==> src/rtl/seq_det_pkg.sv <==
// Shared types and helpers for the programmable sequence detector.
// Masks are built at 32 bits, so MAX_LEN is limited to 32.
package seq_det_pkg;

  typedef enum logic [1:0] {
    ST_IDLE  = 2'b00,
    ST_FILL  = 2'b01,
    ST_ARMED = 2'b10,
    ST_HOLD  = 2'b11
  } state_e;

  localparam int unsigned MASK_W = 32;

  function automatic int unsigned len_width(input int unsigned max_len);
    return $clog2(max_len + 1);
  endfunction

  function automatic logic [MASK_W-1:0] len_mask(input int unsigned len);
    if (len >= MASK_W) return '1;
    return (MASK_W'(1) << len) - MASK_W'(1);
  endfunction

endpackage

==> src/rtl/seq_det_history.sv <==
// Bit history shift register, fill counter and masked pattern compare.
// o_match is combinational and reflects the bit being accepted this cycle.
module seq_det_history
  import seq_det_pkg::*;
#(
  parameter int MAX_LEN = 8,
  parameter int LEN_W   = len_width(MAX_LEN)
) (
  input  logic               i_clk,
  input  logic               i_rst_n,
  input  logic               i_clear,
  input  logic               i_shift,
  input  logic               i_bit,
  input  logic               i_overlap,
  input  logic [MAX_LEN-1:0] i_pattern,
  input  logic [LEN_W-1:0]   i_len,
  output logic               o_match,
  output logic               o_full
);

  logic [MAX_LEN-1:0] r_hist;
  logic [LEN_W-1:0]   r_fill;
  logic [MAX_LEN-1:0] w_hist_next;
  logic [MAX_LEN-1:0] w_mask;
  logic [LEN_W-1:0]   w_fill_next;

  assign w_hist_next = MAX_LEN'({r_hist, i_bit});
  assign w_fill_next = (r_fill >= i_len) ? i_len : r_fill + 1'b1;
  assign w_mask      = MAX_LEN'(len_mask(32'(i_len)));
  assign o_full      = (w_fill_next == i_len);
  assign o_match     = i_shift && o_full &&
                       (((w_hist_next ^ i_pattern) & w_mask) == '0);

  // Non-overlapping hits restart the fill so the next hit needs len fresh bits.
  always_ff @(posedge i_clk) begin
    if (!i_rst_n || i_clear) begin
      r_hist <= '0;
      r_fill <= '0;
    end else if (i_shift) begin
      r_hist <= w_hist_next;
      r_fill <= (o_match && !i_overlap) ? '0 : w_fill_next;
    end
  end

endmodule

==> src/rtl/seq_detector_prog.sv <==
// Programmable serial bit-sequence detector with pulse/sticky output.
// Optional match counter enabled by defining SEQ_DET_COUNT_EN.
module seq_detector_prog
  import seq_det_pkg::*;
#(
  parameter  int MAX_LEN = 8,
  parameter  int CNT_W   = 16,
  localparam int LEN_W   = len_width(MAX_LEN)
) (
  input  logic               CLK,
  input  logic               RST,
  input  logic               cfg_load,
  input  logic [MAX_LEN-1:0] cfg_pattern,
  input  logic [LEN_W-1:0]   cfg_len,
  input  logic               cfg_overlap,
  input  logic               cfg_sticky,
  input  logic               det_clr,
  input  logic               in_valid,
  input  logic               in_bit,
  output logic               Out1,
  output logic [1:0]         state_o,
  output logic [CNT_W-1:0]   match_cnt
);

  state_e             r_state, w_state_next;
  logic [MAX_LEN-1:0] r_pattern;
  logic [LEN_W-1:0]   r_len;
  logic               r_overlap;
  logic               r_sticky;
  logic               r_out1, w_out1_next;
  logic               w_len_ok, w_shift, w_clear, w_match, w_full;

  assign w_len_ok = (cfg_len != '0) && (cfg_len <= LEN_W'(MAX_LEN));
  assign w_shift  = !cfg_load && in_valid && ((r_state == ST_FILL) || (r_state == ST_ARMED));
  assign w_clear  = cfg_load || ((r_state == ST_HOLD) && det_clr);

  seq_det_history #(
    .MAX_LEN (MAX_LEN),
    .LEN_W   (LEN_W)
  ) u_history (
    .i_clk     (CLK),
    .i_rst_n   (RST),
    .i_clear   (w_clear),
    .i_shift   (w_shift),
    .i_bit     (in_bit),
    .i_overlap (r_overlap),
    .i_pattern (r_pattern),
    .i_len     (r_len),
    .o_match   (w_match),
    .o_full    (w_full)
  );

  always_comb begin
    w_state_next = r_state;
    w_out1_next  = 1'b0;
    if (cfg_load) begin
      w_state_next = w_len_ok ? ST_FILL : ST_IDLE;
    end else begin
      unique case (r_state)
        ST_IDLE: ;
        ST_FILL, ST_ARMED: begin
          if (w_shift) begin
            if (w_match) begin
              w_out1_next = 1'b1;
              if (r_sticky)       w_state_next = ST_HOLD;
              else if (r_overlap) w_state_next = ST_ARMED;
              else                w_state_next = ST_FILL;
            end else begin
              w_state_next = w_full ? ST_ARMED : ST_FILL;
            end
          end
        end
        ST_HOLD: begin
          if (det_clr) w_state_next = ST_FILL;
          else         w_out1_next  = 1'b1;
        end
        default: ;
      endcase
    end
  end

  always_ff @(posedge CLK) begin
    if (!RST) begin
      r_state   <= ST_IDLE;
      r_pattern <= '0;
      r_len     <= '0;
      r_overlap <= 1'b0;
      r_sticky  <= 1'b0;
      r_out1    <= 1'b0;
    end else begin
      r_state <= w_state_next;
      r_out1  <= w_out1_next;
      if (cfg_load) begin
        r_pattern <= cfg_pattern;
        r_len     <= cfg_len;
        r_overlap <= cfg_overlap;
        r_sticky  <= cfg_sticky;
      end
    end
  end

  assign Out1    = r_out1;
  assign state_o = r_state;

`ifdef SEQ_DET_COUNT_EN
  logic [CNT_W-1:0] r_cnt;

  always_ff @(posedge CLK) begin
    if (!RST || cfg_load) begin
      r_cnt <= '0;
    end else if (w_match && (r_cnt != '1)) begin
      r_cnt <= r_cnt + 1'b1;
    end
  end

  assign match_cnt = r_cnt;
`else
  assign match_cnt = '0;
`endif

endmodule

==> config.mk <==
export PLATFORM = sky130hd
export DESIGN_NAME = seq_detector_prog
export DESIGN_NICKNAME = d
export VERILOG_FILES = /design/src/rtl/seq_det_pkg.sv /design/src/rtl/seq_det_history.sv /design/src/rtl/seq_detector_prog.sv
export SDC_FILE = /design/constraint.sdc
export NUM_CORES = 1
export LEC_CHECK = 0
export CAP_MARGIN = 10
export CORE_MARGIN = 10
export CORE_UTILIZATION = 45
export CTS_BUF_LIST = sky130_fd_sc_hd__clkbuf_8
export DETAILED_ROUTE_END_ITERATION = 10
export PLACE_DENSITY = 0.7
export SETUP_SLACK_MARGIN = 0.15
export SYNTH_ARGS = -nofsm -noshare
export SYNTH_HDL_FRONTEND = slang
export SYNTH_HIERARCHICAL = 1
export SYNTH_SLANG_ARGS = --single-unit
==> constraint.sdc <==
create_clock -name CLK -period 6.9 [get_ports CLK]
set_input_delay 1.38 -clock CLK [delete_from_list [all_inputs] [get_ports CLK]]
set_output_delay 1.38 -clock CLK [all_outputs]
set_load 0.1 [all_outputs]
==> results of run 1 <==
power by group through the flow:
stage	clock, uW	combinational, uW	sequential [uW]
detailed placement	0	127	181
CTS	133	127	177
finish	130	127	177
floorplan	0	106	185
global route	138	137	178
global placement	0	125	181
cell families after synthesis:
| group | Yosys count | share of synthesized area [%] |
|---|---|---|
| simple gates | 57 | 17.88 |
| xor+xnor | 16 | 7.645 |
| mux | 25 | 13.65 |
| other cells | 1 | 0.2046 |
| buf+inv | 33 | 11.74 |
| compound gates | 29 | 12.83 |
| flops | 28 | 30.58 |
| fa+ha+maj | 8 | 5.461 |
tightest hold or removal path: cells and delay by family (launching register included):
family | cells | cell delay (ns)
AO/OA/AOI/OAI | 1 | 0.05
flip-flops | 1 | 0.35
AND/OR/NAND/NOR | 1 | 0.07
Yosys cell counts (all sizes together):
| library cell | number |
|---|---|
| xnor2 | 11 |
| clkbuf | 4 |
| o21a | 2 |
| dfxtp | 28 |
| or4 | 1 |
| buf | 22 |
| mux2i | 25 |
| a31oi | 1 |
| a2111oi | 3 |
| and3 | 1 |
| conb | 1 |
| nand3b | 1 |
| nor2 | 15 |
| a21oi | 3 |
| xor2 | 5 |
| a211oi | 2 |
| o22ai | 2 |
| a2bb2o | 1 |
| a22oi | 3 |
| o21ai | 7 |
| ha | 8 |
| a211o | 1 |
| nor4b | 2 |
| nand3 | 2 |
| nor3 | 4 |
| inv | 7 |
| nand2 | 8 |
| o31ai | 1 |
| o32ai | 1 |
| nor2b | 17 |
| nand2b | 4 |
| o2111ai | 2 |
| or3 | 2 |
per-stage QoR:
| stage | instance area [um2] | cells | worst slack [ns] | hold slack (ns) |
|---|---|---|---|---|
| floorplan | 1889 | 212 | 3.949 | 0.4768 |
| global placement | 1988 | 258 | 2.806 | 0.4840 |
| detailed placement | 1988 | 258 | 2.702 | 0.4956 |
| CTS | 2059 | 262 | 3.000 | 0.5149 |
| global route | 2059 | 262 | 2.790 | 0.5504 |
| finish | 2059 | 262 | 2.994 | 0.5070 |
per-layer routing:
layer  routed length, um  vias up  share of wire [%]  track usage, %
met5                   0        -                  0               0
met4                  27        0               0.73           2.588
met3                 242        4                6.5           4.102
met2                1762       35                 48           17.63
met1                1662      611                 45           11.97
li1                    -      677                  -               -
final cells by class:
| cell class | instances | share of cell area, % |
|---|---|---|
| tap | 50 | 3.038 |
| timing repair buffer | 22 | 10.69 |
| clock inverter | 1 | 1.458 |
| inverter | 7 | 1.519 |
| multi-input combinational | 151 | 54.07 |
| sequential | 28 | 27.22 |
| clock buffer | 3 | 2.005 |
final timing paths:
path | from | to | slack [ns] | cells after the start
setup / recovery | cfg_load | state_o[0]$_SDFFE_PN0P_ | 2.99 | 9
setup reg to reg | r_len[3]$_SDFFE_PN0P_ | state_o[0]$_SDFFE_PN0P_ | 3.78 | 11
hold reg to reg | state_o[0]$_SDFFE_PN0P_ | state_o[0]$_SDFFE_PN0P_ | 0.51 | 2
hold / removal | state_o[0]$_SDFFE_PN0P_ | state_o[0]$_SDFFE_PN0P_ | 0.51 | 2
registers in the layout, summed over array words and instances (netlist names):
name              flops
r_len                 4
r_overlap             1
r_pattern             8
r_sticky              1
u_history/r_hist      7
u_history/r_fill      4
Out1                  1
state_o               2
==> qor.yml, run 1 <==
drt:
  via_per_inst: 5.065
  dr.pass1.iters: 4
  drc: 0
  drtAntennaViolNets: 0
  routed_wl_um: 3695
  vias: 1327
  drtIter0Drc: 79
  wl_per_cell_um: 14.10
critical_path:
  crit_path_start_kind: "primary input"
  crit_chain: "clkdlybuf4s50_1, inv_6, and3_4, o2111ai_1, nor2_1, nand3b_1, a211o_1, o2111ai_1, o21ai_1"
  slowest_stage: "clkdlybuf4s50_1"
  cp_common_cell: "o2111ai_1"
  crit_family: "buffers and inverters"
  crit_fanout: 18
  critPathMaxStageDelay_ns: 1.00
  crit_type: "in -> reg"
  crit_arrival_ns: 4.08
  path_buf_inv: 2
  end_kind: "register"
  required_ns: 7.07
sta:
  rsz0062_at_grt: "false"
  worst_slew_pin_slew_ns: 1.137
  slew_violations: 0
  max_freq_mhz: 256.0
  fin_crit_ns: 3.906
  final-hold-violation-count: 0
  slew_headroom_pct: 23.97
  finalSetupTns_ns: 0
  post-route-period-util_pct: 56.61
  skew_ns: 0.001266
  setup_viol: 0
final_layout:
  diodes: 0
  final_cell_mix: "28 x dfxtp_1, 25 x mux2i_1, 22 x clkdlybuf4s50_1, 16 x nor2b_1, 16 x conb_1"
  post-route-util_pct: 51.86
  syn_to_final_growth_pct: 12.36
  nNetsFinal: 241
  mostFrequentLayoutCell: "dfxtp_1"
  post_route_cells_drive_above_1_share_pct: 8.019
  multi_input_area_um2: 1114
  fill_cells: 367
  regArea_um2: 560.5
global_route:
  grt_pass1_wl_um: 6368
  grt-ovfl-total: 0
  grt.total_usage_pct: 10.44
  grt_max_degree: 20
  antenna_found_initial: 0
  first_global_vias: 1376
outcome:
  status: "finished, final reports clean"
die:
  ios: 39
  die-area_um2: 7026
  die_h_um: 83.82
  rows: 23
  core_um2: 3971
  die_w_um: 83.82
  initial_utilization_pct: 46.16
clock_network:
  cts_setup_buffers: 0
  clkLatencyLatePin_ns: 0.28
  postCtsHoldBufs: 0
  post_cts_resized: 0
  cts-root-buf: "clkbuf_8"
  htree_num_levels: 1
  clkSinkCount: 28
  cts_buffers: 3
  path_clk_slew_ns: 0.09
  cts_tree: "done"
  clockBufferDepth: 2
power_and_ir_drop:
  ir_worst_vdd_mv: 0.1784
  internal-power_uw: 289.6
  swShare_pct: 33.25
  combPwrFrac_pct: 29.3
  clkPwrFrac_pct: 29.9
  p_sw_uw: 144.3
  cellPowerDensity_nw_per_um2: 210.7
  total_power_uw: 433.9
  sequentialPowerShare_pct: 40.8
  total_leakage_power_uw: 0.0007882
logic_synthesis:
  ys_ff_latch: 28
  ys_top_cells_by_area: "dfxtp_1 31%, mux2i_1 14%, buf_4 6.6%, ha_1 5.5%, nor2b_1 5.5%"
  synth_cells: 197
  synth.avg_cell_area_um2: 9.305
  synth_area_leader_cell: "dfxtp_1"
  ys_seq_area_share_pct: 30.58
  ys_types: 46
  synth_area_um2: 1833
  synth_top_area_share_pct: 30.58
  ys_warn_count: 6
placed_design:
  port_buffers: 22
  place.gp.congestion: 0.7999
  hpwl_um: 2868
run:
  cap_violations: 0
hold_path:
  hp-class: "reg -> reg"
Power figures use the tool's default switching activity.
==> run 2: changes to the inputs <==
Settings changed: PLACE_DENSITY 0.7 to 0.73.
Clock period 6.9 ns to 3.4 ns, I/O delays scaled along.
==> run 2 against run 1 <==
  * Non-clock buffer count grew 2
  * Combinational power grew 100%
  * Cell count is 0.38% higher
  * First-iteration DRC count down 7.6%
  * Sequential share of layout area increased by 0.27 points
  * Sequential cell count unchanged
  * Global-route usage fell by 0.34 points
  * Core utilization decreased by 0.50 points
  * Via count increased by 1.3%
==> qor.yml, run 2 (synthesized netlist as in run 1, its figures left out) <==
outcome:
  status: "finished, final reports clean"
critical_path:
  crit_type: "reg -> reg"
  slowest_stage: "or4_4"
  r2r_start: "r_len[0]$_SDFFE_PN0P_"
  worstRegToRegCells: 11  # unchanged
  required_ns: 3.57  # -3.50 ns
  critPathMaxStageDelay_ns: 0.56  # -0.44 ns
  worst-path-stages: 11  # +2
  crit_family: "simple AND/OR/NAND/NOR gates"
  crit_path_start_kind: "register"
  crit_fanout: 10  # -8
  worstSetupStartpoint: "r_len[0]$_SDFFE_PN0P_"
  reg2reg_to: "state_o[0]$_SDFFE_PN0P_"
  crit_chain: "or4_4, ha_1, or3_2, o21ai_0, a22oi_1, o22ai_2, nor2_1, nand2b_1, a211o_1, o2111ai_1, o21ai_1"
  regToRegSetupSlack_ns: 0.38  # -3.40 ns
  path_buf_inv: 0  # -2
  crit_arrival_ns: 3.19  # -0.89 ns
  end_kind: "register"
sta:
  fin_crit_ns: 3.016
  max_freq_mhz: 331.6
  final-hold-violation-count: 0  # unchanged
  skew_ns: 0.01048  # +0.009212 ns
  fin_ws_ns: 0.3840  # -2.610 ns
  rsz0062_at_grt: "false"
  post-route-period-util_pct: 88.71
  slew_headroom_pct: 35.11  # +11 points
  finalSetupTns_ns: 0  # unchanged
  worst_slew_pin_slew_ns: 0.9702  # -0.1666 ns
  setup_viol: 0  # unchanged
  slew_violations: 0  # unchanged
die:
  initial_utilization_pct: 46.16  # unchanged
  core_um2: 3971  # unchanged
  rows: 23  # unchanged
  die-area_um2: 7026  # unchanged
  die_h_um: 83.82  # unchanged
  ios: 39  # unchanged
  die_w_um: 83.82  # unchanged
final_layout:
  nNetsFinal: 243  # +0.83%
  mostFrequentLayoutCell: "dfxtp_1"
  diodes: 0  # unchanged
  final_cells: 263  # +0.38%
  post_route_cells_drive_above_1_share_pct: 9.390  # +1.4 points
  post-route-util_pct: 51.35  # -0.50 points
  reg.largest.list: "r_pattern x8, u_history/r_hist x7"
  final_cell_mix: "28 x dfxtp_1, 25 x mux2i_1, 20 x clkdlybuf4s50_1, 16 x nor2b_1, 16 x conb_1"
  largest_register_ffs: 8  # unchanged
  syn_to_final_growth_pct: 11.26
  regMostFlops: "r_pattern"
clock_network:
  cts_buffers: 3  # unchanged
  htree_num_levels: 1  # unchanged
  postCtsHoldBufs: 0  # unchanged
  post_cts_resized: 0  # unchanged
  path_clk_slew_ns: 0.10  # about the same
  clockBufferDepth: 2  # unchanged
  clkSinkCount: 28  # unchanged
  cts_tree: "done"
  cts_setup_buffers: 0  # unchanged
  clkLatencyLatePin_ns: 0.27  # about the same
  cts-root-buf: "clkbuf_8"
global_route:
  grt-ovfl-total: 0  # unchanged
  grt_pass1_wl_um: 6216  # -2.4%
  grt.total_usage_pct: 10.11  # -0.34 points
  antenna_found_initial: 0  # unchanged
  first_global_vias: 1353  # -1.7%
  grt_max_degree: 20  # unchanged
run:
  cap_violations: 0  # unchanged
hold_path:
  hold_start: "state_o[0]$_SDFFE_PN0P_"
  hold_end: "state_o[0]$_SDFFE_PN0P_"
  whs_path_depth: 2  # unchanged
  hp-class: "reg -> reg"
placed_design:
  pre_cts_ws_ns: 0.3962  # -2.306 ns
  hpwl_um: 2875  # +0.24%
  port_buffers: 22  # unchanged
  place.gp.congestion: 0.8532  # +6.7%
  dp_cells: 260  # +0.78%
drt:
  vias: 1344  # +1.3%
  wl_per_cell_um: 14.00  # -0.76%
  via_per_inst: 5.110  # +0.90%
  dr.pass1.iters: 4  # unchanged
  drtIter0Drc: 73  # -7.6%
  routed_wl_um: 3681  # -0.38%
  drc: 0  # unchanged
  drtAntennaViolNets: 0  # unchanged
power_and_ir_drop:
  cellPowerDensity_nw_per_um2: 389.0  # +85%
  total_leakage_power_uw: 0.0007871  # -0.14%
  ir_worst_vdd_mv: 0.2343  # +31%
run 2: layout make-up:
cell class                 count  area (um2)
inverter                       7       31.28
multi-input combinational    151        1114
tap                           50       62.56
fill                         381        1932
clock buffer                   3       41.29
sequential                    28       560.5
timing repair buffer          24       230.2
run 2: metrics by stage:
step	total power (uW)	hold slack [ns]	instance area (um2)
finish	793.4	0.5104	2039
floorplan	589.2	0.4768	1889
global route	831.8	0.5516	2039
detailed placement	622.1	0.4967	1998
global placement	618.9	0.4810	1998
CTS	801.0	0.5107	2039
run 2: worst register-to-register path, stage by stage (launching register included):
cell and delay, ns:
dfxtp_1 0.42, or4_4 0.57, ha_1 0.29, or3_2 0.48
o21ai_0 0.16, a22oi_1 0.10, o22ai_2 0.18, nor2_1 0.11
nand2b_1 0.17, a211o_1 0.27, o2111ai_1 0.09, o21ai_1 0.08
run 2: worst max-delay path by stage:
stage                              end  slack, ns
5_1_grt        state_o[0]$_SDFFE_PN0P_       0.20
6_report       state_o[0]$_SDFFE_PN0P_       0.38
3_3_place_gp   state_o[0]$_SDFFE_PN0P_       0.47
2_1_floorplan  state_o[0]$_SDFFE_PN0P_       0.52
4_1_cts        state_o[0]$_SDFFE_PN0P_       0.38
3_5_place_dp   state_o[0]$_SDFFE_PN0P_       0.40
run 2: power by group:
part	internal [uW]	total, uW	switching (uW)
Sequential	341	358	17.4
Clock	79.5	178	98.8
Combinational	88.3	257	168
run 2: metal layers:
metal / vias up / track usage [%] / part of all wire [%]
met4: 0 / 1.370 / 0.38
li1: 678 / - / -
met5: - / 0 / 0
met2: 26 / 17.42 / 49
met1: 638 / 12.25 / 45
met3: 2 / 3.027 / 5.1
==> run 3: changes to the inputs <==
--- a/config.mk
+++ b/config.mk
@@ -9,6 +9,6 @@
 export CORE_MARGIN = 10
-export CORE_UTILIZATION = 45
+export CORE_UTILIZATION = 48
 export CTS_BUF_LIST = sky130_fd_sc_hd__clkbuf_8
 export DETAILED_ROUTE_END_ITERATION = 10
-export PLACE_DENSITY = 0.73
+export PLACE_DENSITY = 0.77
 export SETUP_SLACK_MARGIN = 0.15
--- a/constraint.sdc
+++ b/constraint.sdc
@@ -3,2 +3,2 @@
 set_output_delay 0.68 -clock CLK [all_outputs]
-set_load 0.1 [all_outputs]
+set_load 0.01 [all_outputs]
==> run 3 against run 2 <==
  * Via count is 3.4% lower
  * Critical path depth unchanged
  * Non-clock buffer count is 2 higher
  * Register-to-register slack about the same
  * Count of clock-buffer cells in the layout unchanged
  * Sequential share of layout area decreased by 0.22 points
  * Core utilization is 4.5 points higher
  * Critical endpoint unchanged
  * First-iteration DRC count shrank 59%
  * Sequential power about the same
  * Highest routed layer unchanged
==> qor.yml, run 3 (synthesized netlist as in run 1, its figures left out) <==
sta:
  post-route-period-util_pct: 88.76  # about the same
  fin_ws_ns: 0.3821  # -0.001858 ns
  max_freq_mhz: 331.4  # about the same
  fin_crit_ns: 3.018  # +0.001858 ns
  finalSetupTns_ns: 0  # unchanged
  slew_violations: 0  # unchanged
  final-hold-violation-count: 0  # unchanged
  skew_ns: 0.001893  # -0.008585 ns
  setup_viol: 0  # unchanged
  rsz0062_at_grt: "false"
  whs_ns: 0.4992  # -0.01117 ns
final_layout:
  diodes: 0  # unchanged
  reg.largest.list: "r_pattern x8, u_history/r_hist x7"
  final_cell_mix: "27 x dfxtp_1, 25 x mux2i_1, 22 x clkdlybuf4s50_1, 16 x nor2b_1, 16 x conb_1"
  regMostFlops: "r_pattern"
  post_route_cells_drive_above_1_share_pct: 10.23  # +0.84 points
  final_cells: 263  # unchanged
  fill_cells: 350  # -8.1%
  largest_register_ffs: 8  # unchanged
  syn_to_final_growth_pct: 12.42
  mostFrequentLayoutCell: "dfxtp_1"
  nNetsFinal: 245  # +0.82%
clock_network:
  clkLatencyLatePin_ns: 0.27  # about the same
  cts_buffers: 3  # unchanged
  postCtsHoldBufs: 0  # unchanged
  cts-root-buf: "clkbuf_8"
  cts_tree: "done"
  post_cts_resized: 0  # unchanged
  htree_num_levels: 1  # unchanged
  path_clk_slew_ns: 0.09  # about the same
  cts_setup_buffers: 0  # unchanged
  clkSinkCount: 28  # unchanged
  clockBufferDepth: 2  # unchanged
drt:
  drc: 0  # unchanged
  via_per_inst: 4.935  # -3.4%
  drtIter0Drc: 30  # -59%
  drtAntennaViolNets: 0  # unchanged
  met3_length_um: 185  # -1.6%
  top_layer_used: "met4"
  wl_per_cell_um: 13.84  # -1.1%
  routed_wl_um: 3639  # -1.1%
  dr.pass1.iters: 4  # unchanged
  wl_met1_um: 1637  # -1.9%
  vias: 1298  # -3.4%
  met2_wirelength_um: 1795  # -0.77%
power_and_ir_drop:
  sequentialPowerShare_pct: 50.2  # +5.0 points
  total_leakage_power_uw: 0.0007933  # +0.79%
  internal-power_uw: 512.1  # +0.64%
  ir_worst_vdd_mv: 0.2687  # +15%
  swShare_pct: 27.58  # -8.3 points
  p_sw_uw: 195.1  # -31%
  clkPwrFrac_pct: 24.8  # +2.3 points
  cellPowerDensity_nw_per_um2: 343.2  # -12%
  combPwrFrac_pct: 25.0  # -7.4 points
  total_power_uw: 707.2  # -11%
critical_path:
  reg2reg_to: "state_o[0]$_SDFFE_PN0P_"
  r2r_start: "r_len[3]$_SDFFE_PN0P_"
  critPathMaxStageDelay_ns: 0.58  # +0.02 ns
  end_kind: "register"
  crit_chain: "or4_4, ha_2, or3_2, o21ai_0, a22oi_1, o22ai_2, nor2_1, nand2b_1, a211o_1, o2111ai_1, o21ai_1"
  crit_path_start_kind: "register"
  crit_fanout: 9  # -1
  required_ns: 3.56  # about the same
  crit_type: "reg -> reg"
  slowest_stage: "or4_4"
  worstRegToRegCells: 11  # unchanged
  regToRegSetupSlack_ns: 0.38  # about the same
  crit_arrival_ns: 3.18  # about the same
hold_path:
  hold_start: "state_o[0]$_SDFFE_PN0P_"
  hold_end: "state_o[0]$_SDFFE_PN0P_"
  whs_path_depth: 2  # unchanged
  hp-class: "reg -> reg"
die:
  die-area_um2: 6690  # -4.8%
  die_w_um: 81.80  # -2.4%
  die_h_um: 81.80  # -2.4%
  core_um2: 3689  # -7.1%
  initial_utilization_pct: 49.69  # +3.5 points
  rows: 22  # -4.3%
  ios: 39  # unchanged
outcome:
  status: "finished, final reports clean"
global_route:
  first_global_vias: 1427  # +5.5%
  antenna_found_initial: 0  # unchanged
  grt_pass1_wl_um: 6506  # +4.7%
  grt.total_usage_pct: 11.92  # +1.8 points
  grt-ovfl-total: 0  # unchanged
  grt_max_degree: 20  # unchanged
placed_design:
  port_buffers: 22  # unchanged
  pre_cts_ws_ns: 0.4218  # +0.02555 ns
  place.gp.congestion: 0.8769  # +2.8%
  dp_cells: 260  # unchanged
  hpwl_um: 2902  # +0.93%
run:
  cap_violations: 0  # unchanged
==> run 3: cell count changes in the layout (fill, tap and decap cells not counted), sizes merged <==
cell	delta
clkdlybuf4s50	+2
==> run 3: layout make-up <==
cell class                      instances  area [um2]  area share [%]
Clock buffer                            3       41.29           2.004
Inverter                                7       31.28           1.518
Multi-Input combinational cell        151        1116           54.16
Sequential cell                        28       561.8           27.26
Tap cell                               48       60.06           2.914
Timing Repair Buffer                   26       250.2           12.14
==> run 3: worst max-delay path, delay by kind of cell (launching register included) <==
| family | cells | cell delay [ns] |
|---|---|---|
| simple gates | 4 | 1.33 |
| compound gates | 6 | 0.92 |
| flops | 1 | 0.40 |
| fa+ha+maj | 1 | 0.24 |
==> run 3: worst max path at each step <==
stage,start,to,slack (ns),cells after the start
global route,r_len[3]$_SDFFE_PN0P_,state_o[0]$_SDFFE_PN0P_,0.20,11
CTS,r_len[0]$_SDFFE_PN0P_,state_o[0]$_SDFFE_PN0P_,0.31,11
finish,r_len[3]$_SDFFE_PN0P_,state_o[0]$_SDFFE_PN0P_,0.38,11
floorplan,r_len[0]$_SDFFE_PN0P_,state_o[0]$_SDFFE_PN0P_,0.52,12
global placement,r_len[0]$_SDFFE_PN0P_,state_o[0]$_SDFFE_PN0P_,0.48,11
detailed placement,r_len[0]$_SDFFE_PN0P_,state_o[0]$_SDFFE_PN0P_,0.42,11
==> run 3: per-layer routing <==
layer	up-vias	track usage, %
li1	681	-
met1	589	13.68
met2	24	21.94
met3	4	2.183
met4	0	3.231
met5	-	0
==> run 3: through the flow <==
stage / area, um2 / util [%]
finish: 2061 / 55.87
global route: 2061 / 55.87
CTS: 2057 / 55.77
detailed placement: 2016 / 54.65
global placement: 2016 / 54.65
floorplan: 1889 / -
==> run 3: power groups by stage <==
stage / clock [uW] / combinational, uW / sequential, uW
2_1_floorplan: 0 / 145 / 358
3_3_place_gp: 0 / 174 / 362
3_5_place_dp: 0 / 176 / 363
4_1_cts: 185 / 178 / 355
5_1_grt: 193 / 199 / 358
6_report: 175 / 177 / 355
